--- src/rtl/adder_pipe_nb.sv ---
// Pipelined WIDTH-bit ripple-carry adder, one WIDTH/STAGES-bit slice per stage, valid/ready flow.
// Define ADDER_PIPE_OVF_EN to add the registered signed-overflow output ovf.
module adder_pipe_nb #(
    parameter int unsigned WIDTH  = 16,
    parameter int unsigned STAGES = 4
) (
    input  logic             clk,
    input  logic             rst,
    input  logic             in_valid,
    output logic             in_ready,
    input  logic [WIDTH-1:0] a,
    input  logic [WIDTH-1:0] b,
    input  logic             cin,
    output logic             out_valid,
    input  logic             out_ready,
    output logic [WIDTH-1:0] sum,
    output logic             cout
`ifdef ADDER_PIPE_OVF_EN
    ,
    output logic             ovf
`endif
);

    localparam int unsigned SLICE = WIDTH / STAGES;

    function automatic logic [SLICE:0] ripple(input logic [SLICE-1:0] x,
                                              input logic [SLICE-1:0] y,
                                              input logic             c);
        logic [SLICE-1:0] s;
        logic             cy;
        s  = '0;
        cy = c;
        for (int unsigned i = 0; i < SLICE; i++) begin
            s[i] = x[i] ^ y[i] ^ cy;
            cy   = (x[i] & y[i]) | (cy & (x[i] ^ y[i]));
        end
        return {cy, s};
    endfunction

    logic [STAGES-1:0] valid_q, valid_d;
    logic [STAGES-1:0] carry_q, carry_d;
    logic [STAGES:0]   ready;
    logic [WIDTH-1:0]  sum_q [STAGES];
    logic [WIDTH-1:0]  sum_d [STAGES];
    logic [WIDTH-1:0]  opa_q [STAGES];
    logic [WIDTH-1:0]  opa_d [STAGES];
    logic [WIDTH-1:0]  opb_q [STAGES];
    logic [WIDTH-1:0]  opb_d [STAGES];

    // ready_k = !valid_k || ready_{k+1}, unrolled so no bit depends on another bit of ready.
    always_comb begin
        logic full;
        full          = 1'b1;
        ready         = '0;
        ready[STAGES] = out_ready;
        for (int unsigned k = 0; k < STAGES; k++) begin
            full = 1'b1;
            for (int unsigned j = k; j < STAGES; j++) begin
                full = full & valid_q[j];
            end
            ready[k] = out_ready | ~full;
        end
    end

    always_comb begin
        logic [WIDTH-1:0] src_a, src_b, src_s;
        logic             src_c;
        logic [SLICE:0]   slice_r;
        int unsigned      prev;
        src_a   = '0;
        src_b   = '0;
        src_s   = '0;
        src_c   = 1'b0;
        slice_r = '0;
        prev    = 0;
        for (int unsigned k = 0; k < STAGES; k++) begin
            prev       = (k == 0) ? 0 : k - 1;
            src_a      = a;
            src_b      = b;
            src_s      = '0;
            src_c      = cin;
            valid_d[k] = in_valid;
            if (k > 0) begin
                src_a      = opa_q[prev];
                src_b      = opb_q[prev];
                src_s      = sum_q[prev];
                src_c      = carry_q[prev];
                valid_d[k] = valid_q[prev];
            end
            slice_r  = ripple(src_a[k*SLICE +: SLICE], src_b[k*SLICE +: SLICE], src_c);
            sum_d[k] = src_s;
            sum_d[k][k*SLICE +: SLICE] = slice_r[SLICE-1:0];
            carry_d[k] = slice_r[SLICE];
            opa_d[k]   = src_a;
            opb_d[k]   = src_b;
        end
    end

    // Payload only moves with a valid token; bubbles leave stale data masked by valid_q.
    always_ff @(posedge clk or posedge rst) begin
        if (rst) begin
            valid_q <= '0;
            carry_q <= '0;
            for (int unsigned k = 0; k < STAGES; k++) begin
                sum_q[k] <= '0;
                opa_q[k] <= '0;
                opb_q[k] <= '0;
            end
        end else begin
            for (int unsigned k = 0; k < STAGES; k++) begin
                if (ready[k]) begin
                    valid_q[k] <= valid_d[k];
                    if (valid_d[k]) begin
                        sum_q[k]   <= sum_d[k];
                        carry_q[k] <= carry_d[k];
                        opa_q[k]   <= opa_d[k];
                        opb_q[k]   <= opb_d[k];
                    end
                end
            end
        end
    end

`ifdef ADDER_PIPE_OVF_EN
    logic ovf_q, ovf_d;

    assign ovf_d = (opa_d[STAGES-1][WIDTH-1] == opb_d[STAGES-1][WIDTH-1]) &&
                   (sum_d[STAGES-1][WIDTH-1] != opa_d[STAGES-1][WIDTH-1]);

    always_ff @(posedge clk or posedge rst) begin
        if (rst) begin
            ovf_q <= 1'b0;
        end else if (ready[STAGES-1] && valid_d[STAGES-1]) begin
            ovf_q <= ovf_d;
        end
    end

    assign ovf = ovf_q;
`endif

    assign in_ready  = ready[0];
    assign out_valid = valid_q[STAGES-1];
    assign sum       = sum_q[STAGES-1];
    assign cout      = carry_q[STAGES-1];

endmodule

--- config.mk ---
export PLATFORM = sky130hd
export DESIGN_NAME = adder_pipe_nb
export DESIGN_NICKNAME = d
export VERILOG_FILES = /design/src/rtl/adder_pipe_nb.sv
export SDC_FILE = /design/constraint.sdc
export NUM_CORES = 1
export LEC_CHECK = 0
export BUFFER_PORTS_ARGS = -buffer_cell sky130_fd_sc_hd__buf_2
export CORE_MARGIN = 4
export CORE_UTILIZATION = 50
export DETAILED_ROUTE_END_ITERATION = 7
export GPL_ROUTABILITY_DRIVEN = 0
export PLACE_DENSITY = 0.83
export SKIP_CTS_REPAIR_TIMING = 1
export SYNTH_ARGS = -nofsm -noshare
export SYNTH_HDL_FRONTEND = slang
export SYNTH_SLANG_ARGS = --single-unit
--- constraint.sdc ---
create_clock -name clk -period 3.4 [get_ports clk]
set_clock_uncertainty 0.05 [all_clocks]
set_input_delay 0.68 -clock clk [delete_from_list [all_inputs] [get_ports clk]]
set_output_delay 0.68 -clock clk [all_outputs]
set_load 0.01 [all_outputs]
======== Yosys cells after proc, flatten, opt, wreduce, memory -nomap -nowiden ========
Cells that the tools add are included.
storage, ports and cells
  bits in registers ....................... 144
  input port bits ......................... 37
  output and inout port bits .............. 19
  word-level logic and storage cells ...... 116
cells by class
  bitwise operators ....................... 94
  reduce and logical (&&, ||, !) cells .... 4
operators by type and width
  cell                 number
  1-bit bitwise AND    38
  1-bit bitwise XOR    32
  1-bit bitwise OR     20
  2-bit AND reduction  4
  1-bit NOT            4

======== Logic depth before layout (Yosys ltp) ========
Gate-level depths: netlist (run 1).
  depth in word-level cells ............... 9
  mapped depth ............................ 8
  depth with buffers taken out ............ 8

======== Worst setup path before layout (run 1) ========
OpenSTA, ideal clock, no wires.
  kind .................................... input to register
  from .................................... in a[0]
  to ...................................... reg sum_q (netlist bit sum_d[35])
  library setup time ...................... 0.079 ns
  data arrival time ....................... 2.234 ns
  required time ........................... 3.271 ns
  setup slack ............................. 1.037 ns
  stages on the path ...................... 8
  path buffers ............................ 0
  path through ............................ inv_1 fa_1 inv_1 fa_1 fa_1 inv_1 fa_1 mux2i_1
on the way
  word-level cells in the longest chain between the ends .. 8
  elaborated cells on any way between the ends .. 9
  those cells by class .................... bitwise (9)
RTL lines
  element                          line  source
  from (decl)                      11    input logic [WIDTH-1:0] a,
  1-bit bitwise XOR                35    cy = (x[i] & y[i]) | (cy & (x[i] ^ y[i]));
  1-bit bitwise AND                35
  1-bit bitwise OR *               35
  1-bit bitwise AND *              35
  1-bit bitwise OR *               35
  1-bit bitwise AND *              35
  1-bit bitwise OR *               35
  1-bit bitwise XOR *              34    s[i] = x[i] ^ y[i] ^ cy;
  to (signal, indexed assignment)  114   sum_q[k] <= sum_d[k];
  to (decl)                        43    logic [WIDTH-1:0] sum_q [STAGES];
Mark *: on every way between the ends. The rest lies on a longest branch, timed or not.
A chain may end at the register's enable or synchronous reset.

======== Worst setup path after layout (run 1) ========
Same ends and word-level chain as after synthesis.

==> out/qor.yml, run 1 <==
sta:
  slew_viol_final: 0
  finalWorstSetupSlack_ns: 1.13
  min_period_ns: 2.27
  fin_tns_setup_ns: 0
  worstMarginPinSlew_ns: 0.710
  slew_headroom: 0.525
  grt_setup_unrepaired: "no"
  fin_crit_sh: 0.667
  setup_viol: 0
  fmax_mhz: 441
  finalHoldViolCount: 0
worst_setup_path:
  r2r_slack_ns: 1.15
  crit_fanout: 1
  crit_slowest_cell: "fa_1"
  cp-start-kind: "input port"
  critPathBufInv: 4
  crit_family: "adder cells"
  cp_data_required_time_ns: 3.62
  path_class: "input port to register"
  crit_arrival_ns: 2.49
  cpPeakStageDelay_ns: 0.42
  crit_path_frequent_cell: "fa_1"
  end_kind: "register"
  path_cells: "buf_2 -> inv_1 -> fa_1 -> inv_1 -> fa_1 -> fa_1 -> inv_1 -> fa_1 -> mux2i_1"
floorplanning:
  dieWidth_um: 97.6
  die-area_um2: 9520
  ios: 56
  core-area_um2: 7770
  num_rows: 32
  die_y_um: 97.6
  start_util: 0.517
drt:
  dr.pass1.iters: 4
  avgViaCountPerCell: 4.99
  routedWlPerCell_um: 14.9
  ant_nets: 0
  vias: 2177
  dr.first_iter.drc_count: 51
  route.detailed.drc: 0
  routed_wl_um: 6520
finish:
  drive_gt1_frac: 0.464
  nets: 382
  insertedDiodeCount: 0
  syn_to_final_growth_pct: 15.6
hold_path:
  worstHoldPathType: "input port to async pin"
placed_design:
  portBuffers: 55
  dp_slack_ns: 0.757
  place_hpwl_um: 4900
logic_synthesis:
  yosysWarnings: 0
  syn_area_per_cell_um2: 15.0
  syn_nets: 320
  yosysUniqueCellTypes: 19
  seq_area_frac_synth: 0.599
  synth_seq_cells: 96
  synthesis.area_um2: 4010
  synth_cells: 267
clocking:
  clock-sinks: 96
  h-tree-depth: 3
  clk_latency_ns: 0.36
  cts_made_buffers: 9
  cts_tree: "yes"
  cts_root_buf: "clkbuf_8"
  clockBufferDepth: 2
  clk_pin_slew_worst_paths_ns: 0.09
grt:
  gr-total-overflow: 0
  grt.total_usage: 0.155
  antenna_found_initial: 0
  grt_pass1_wl_um: 11700
  grt_max_degree: 53
  grt_pass1_vias: 2450
outcome:
  status: "completed"
power_and_ir_drop:
  p_leak_nw: 2.18
  power.density_nw_per_um2: 756
  max-vdd-ir-drop_uv: 296
run:
  drv_cap: 0
==> worst paths after layout <==
kind                                             start               endpoint  depth (start not counted)
worst max register to register  carry_q[1]$_DFFE_PP0P_  sum_d[11]$_DFFE_PP0P_                          8
max in group asynchronous                          rst  opa_d[24]$_DFFE_PP0P_                          3
worst min-delay path                               rst  sum_d[32]$_DFFE_PP0P_                          2
min in group clk                 opa_d[31]$_DFFE_PP0P_  opa_d[15]$_DFFE_PP0P_                          1
worst max-delay path                              a[0]  sum_d[35]$_DFFE_PP0P_                          9
worst min register to register   opa_d[31]$_DFFE_PP0P_  opa_d[15]$_DFFE_PP0P_                          1
==> metrics by stage <==
stage | hold WS (ns) | power, W | cell area (µm²) | util | cells
global placement | 0.426 | 0.00265 | 4410 | 0.567 | 420
detailed placement | 0.438 | 0.00274 | 4410 | 0.567 | 420
CTS | 0.329 | 0.00356 | 4640 | 0.597 | 436
global route | 0.348 | 0.00379 | 4640 | 0.597 | 436
floorplan | 0.402 | 0.00239 | 4010 | - | 267
finish | 0.325 | 0.00351 | 4640 | 0.597 | 436
==> where the power goes <==
part / switching [W] / internal (W)
Clock: 0.000370 / 0.000456
Sequential: 0.000210 / 0.00153
Combinational: 0.000427 / 0.000517
Total: 0.00101 / 0.00250
==> Yosys cell counts <==
cell type	number	area share
a21oi_1	3	0.0037
a31oi_1	3	0.0047
and4b_1	1	0.0025
buf_2	4	0.0050
buf_4	2	0.0037
buf_6	2	0.0056
dfrtp_1	96	0.60
fa_1	16	0.080
inv_1	34	0.032
mux2_1	1	0.0028
mux2_2	77	0.22
mux2i_1	6	0.015
nand2_1	4	0.0037
nand2_2	1	0.0016
nand2b_1	4	0.0062
nand3b_1	1	0.0019
nand4b_2	1	0.0037
o21ai_0	10	0.012
o21ai_1	1	0.0012
==> cell usage in the layout (no fill, tap or decap), types with 4 or more instances in the layout <==
cell / instances
dfrtp_1: 96
mux2_2: 77
buf_2: 55
inv_1: 33
fa_1: 16
clkbuf_8: 11
o21ai_0: 10
mux2i_1: 6
nand2_1: 4
nand2b_1: 4
==> state kept, by name, summed over array words and instances, names as in the netlist <==
register,cells
opb_d,24
carry_q,4
opa_d,24
sum_d,24
valid_q,4
sum,16
==> routing by layer <==
layer	vias up	wire [µm]	GRT usage
met2	47	3170	0.240
met1	1109	2950	0.208
met3	10	263	0.0395
met4	0	131	0.0671
met5	-	0	0
li1	1011	-	-
==> layout make-up <==
class | instances | area, µm²
multi-input cells | 129 | 1430
inverters | 34 | 130
well taps | 102 | 128
clock buffers | 12 | 155
clock inverters | 4 | 76.3
repair buffers | 59 | 318
flip-flops and latches | 96 | 2400
fillers | 640 | 3130
==> kinds of logic (layout without fill, tap and decap cells) <==
logic type | Yosys count | in the layout | share of synthesized area
fa+ha+maj | 16 | 16 | 0.0798
buf+inv | 42 | 109 | 0.0461
mux | 84 | 84 | 0.234
compound gates | 17 | 17 | 0.0221
flops | 96 | 96 | 0.599
simple gates | 12 | 12 | 0.0196
(Power assumes the default switching activity.)
==> run 2: changes to the inputs <==
Clock period 3.4 ns to 2.05 ns, I/O delays scaled along.
==> run 2 against run 1 <==
  * The run now ends with setup timing left
  * Via count is 1.1% higher
  * Final area up 2.0%
  * Sequential power rose by 67%
  * Clock power increased by 50%
  * First-iteration DRC count rose by 65%
==> out/qor.yml, run 2 (synthesis results as in run 1) <==
clocking:
  clk_latency_ns: 0.36
  h-tree-depth: 3
  cts_tree: "yes"
  cts_root_buf: "clkbuf_8"
  clockBufferDepth: 2
  clock-sinks: 96
  clk_pin_slew_worst_paths_ns: 0.10
  cts_made_buffers: 9
power_and_ir_drop:
  power.density_nw_per_um2: 1230
  max-vdd-ir-drop_uv: 446
  p_leak_nw: 2.19
floorplanning:
  dieWidth_um: 97.6
  ios: 56
  die-area_um2: 9520
  core-area_um2: 7770
  die_y_um: 97.6
  start_util: 0.517
  num_rows: 32
drt:
  ant_nets: 0
  dr.first_iter.drc_count: 84
  vias: 2200
  routedWlPerCell_um: 14.8
  dr.pass1.iters: 4
  route.detailed.drc: 0
  routed_wl_um: 6570
  avgViaCountPerCell: 4.94
outcome:
  failed_checks: "setup timing"
  status: "finished, violations left"
worst_setup_path:
  path_class: "register to register"
  cpPeakStageDelay_ns: 0.39
  crit_slowest_cell: "fa_1"
  path_cells: "inv_1 -> fa_1 -> inv_1 -> fa_2 -> fa_2 -> inv_2 -> fa_1 -> mux2i_1"
  crit_fanout: 2
  cp-start-kind: "register"
  crit_arrival_ns: 2.35
  cp-startpoint: "opb_d[12]$_DFFE_PP0P_"
  end_kind: "register"
  cp_data_required_time_ns: 2.28
  timing.rr.start: "opb_d[12]$_DFFE_PP0P_"
grt:
  grt_max_degree: 35
  grt_pass1_wl_um: 11800
  antenna_found_initial: 0
  grt.total_usage: 0.157
  grt_pass1_vias: 2366
  gr-total-overflow: 0
sta:
  setup_viol: 3
  worstMarginPinSlew_ns: 0.371
  finalWorstSetupSlack_ns: -0.0741
  slew_headroom: 0.752
  min_period_ns: 2.12
  fin_tns_setup_ns: -0.156
  grt_setup_unrepaired: "yes"
  slew_viol_final: 0
  finalHoldViolCount: 0
  fin_crit_sh: 1.04
  fmax_mhz: 471
finish:
  drive_gt1_frac: 0.539
  nFillCells: 607
  syn_to_final_growth_pct: 17.9
  nets: 391
  finalNonFillerCells: 445
  layout_commonest_cell: "dfrtp_1"
  insertedDiodeCount: 0
  fin_util: 0.609
  final_cell_mix: "96 x dfrtp_1, 77 x mux2_2, 55 x buf_2"
  fin_area_um2: 4730
run:
  drv_cap: 0
placed_design:
  dp_slack_ns: -0.200
  dp.cells: 428
  placed_area_um2: 4510
  place_hpwl_um: 5060
  portBuffers: 55
hold_path:
  worstHoldPathType: "input port to register"
  min_from: "a[11]"
## run 2: worst paths after layout
kind / end / slack, ns / depth (start not counted)
hold / removal: opa_d[43]$_DFFE_PP0P_ / 0.22 / 2
hold reg to reg: opa_d[15]$_DFFE_PP0P_ / 0.45 / 1
setup reg to reg: sum[15]$_DFFE_PP0P_ / -0.07 / 8
max in group asynchronous: sum_d[3]$_DFFE_PP0P_ / 0.89 / 4
setup / recovery: sum[15]$_DFFE_PP0P_ / -0.07 / 8
min in group asynchronous: opa_d[47]$_DFFE_PP0P_ / 0.52 / 3
## run 2: cell type report
cell class              instances  area (µm²)  share of cell area
clock buffers                   9         124              0.0262
flip-flops and latches         96        2400               0.508
repair buffers                 68         413              0.0873
well taps                     102         128              0.0270
inverters                      34         131              0.0278
clock inverters                 7        78.8              0.0167
multi-input cells             129        1460               0.308
## run 2: per-stage QoR
stage / total power [W] / hold WS (ns)
2_1_floorplan: 0.00398 / 0.402
3_3_place_gp: 0.00447 / 0.363
3_5_place_dp: 0.00462 / 0.367
4_1_cts: 0.00584 / -0.0289
5_1_grt: 0.00626 / 0.216
6_report: 0.00583 / 0.224
## run 2: critical path: cells and delay by family (launching register included)
family	cells	cell delay (ns)
buffers and inverters	3	0.19
flip-flops	1	0.38
multiplexers	1	0.16
adder cells (fa/ha/maj)	4	1.26
## run 2: report_power, final
part | leakage (nW) | switching (W) | internal [W]
clock | 0.0925 | 0.000667 | 0.000574
sequential | 1.12 | 0.000371 | 0.00254
combinational | 0.974 | 0.000744 | 0.000934
## run 2: routing by layer
layer,vias to the layer above,wire [µm],track usage
li1,1039,-,-
met3,11,259,0.0316
met5,-,0,0
met1,1108,2970,0.212
met2,42,3210,0.244
met4,0,137,0.0767
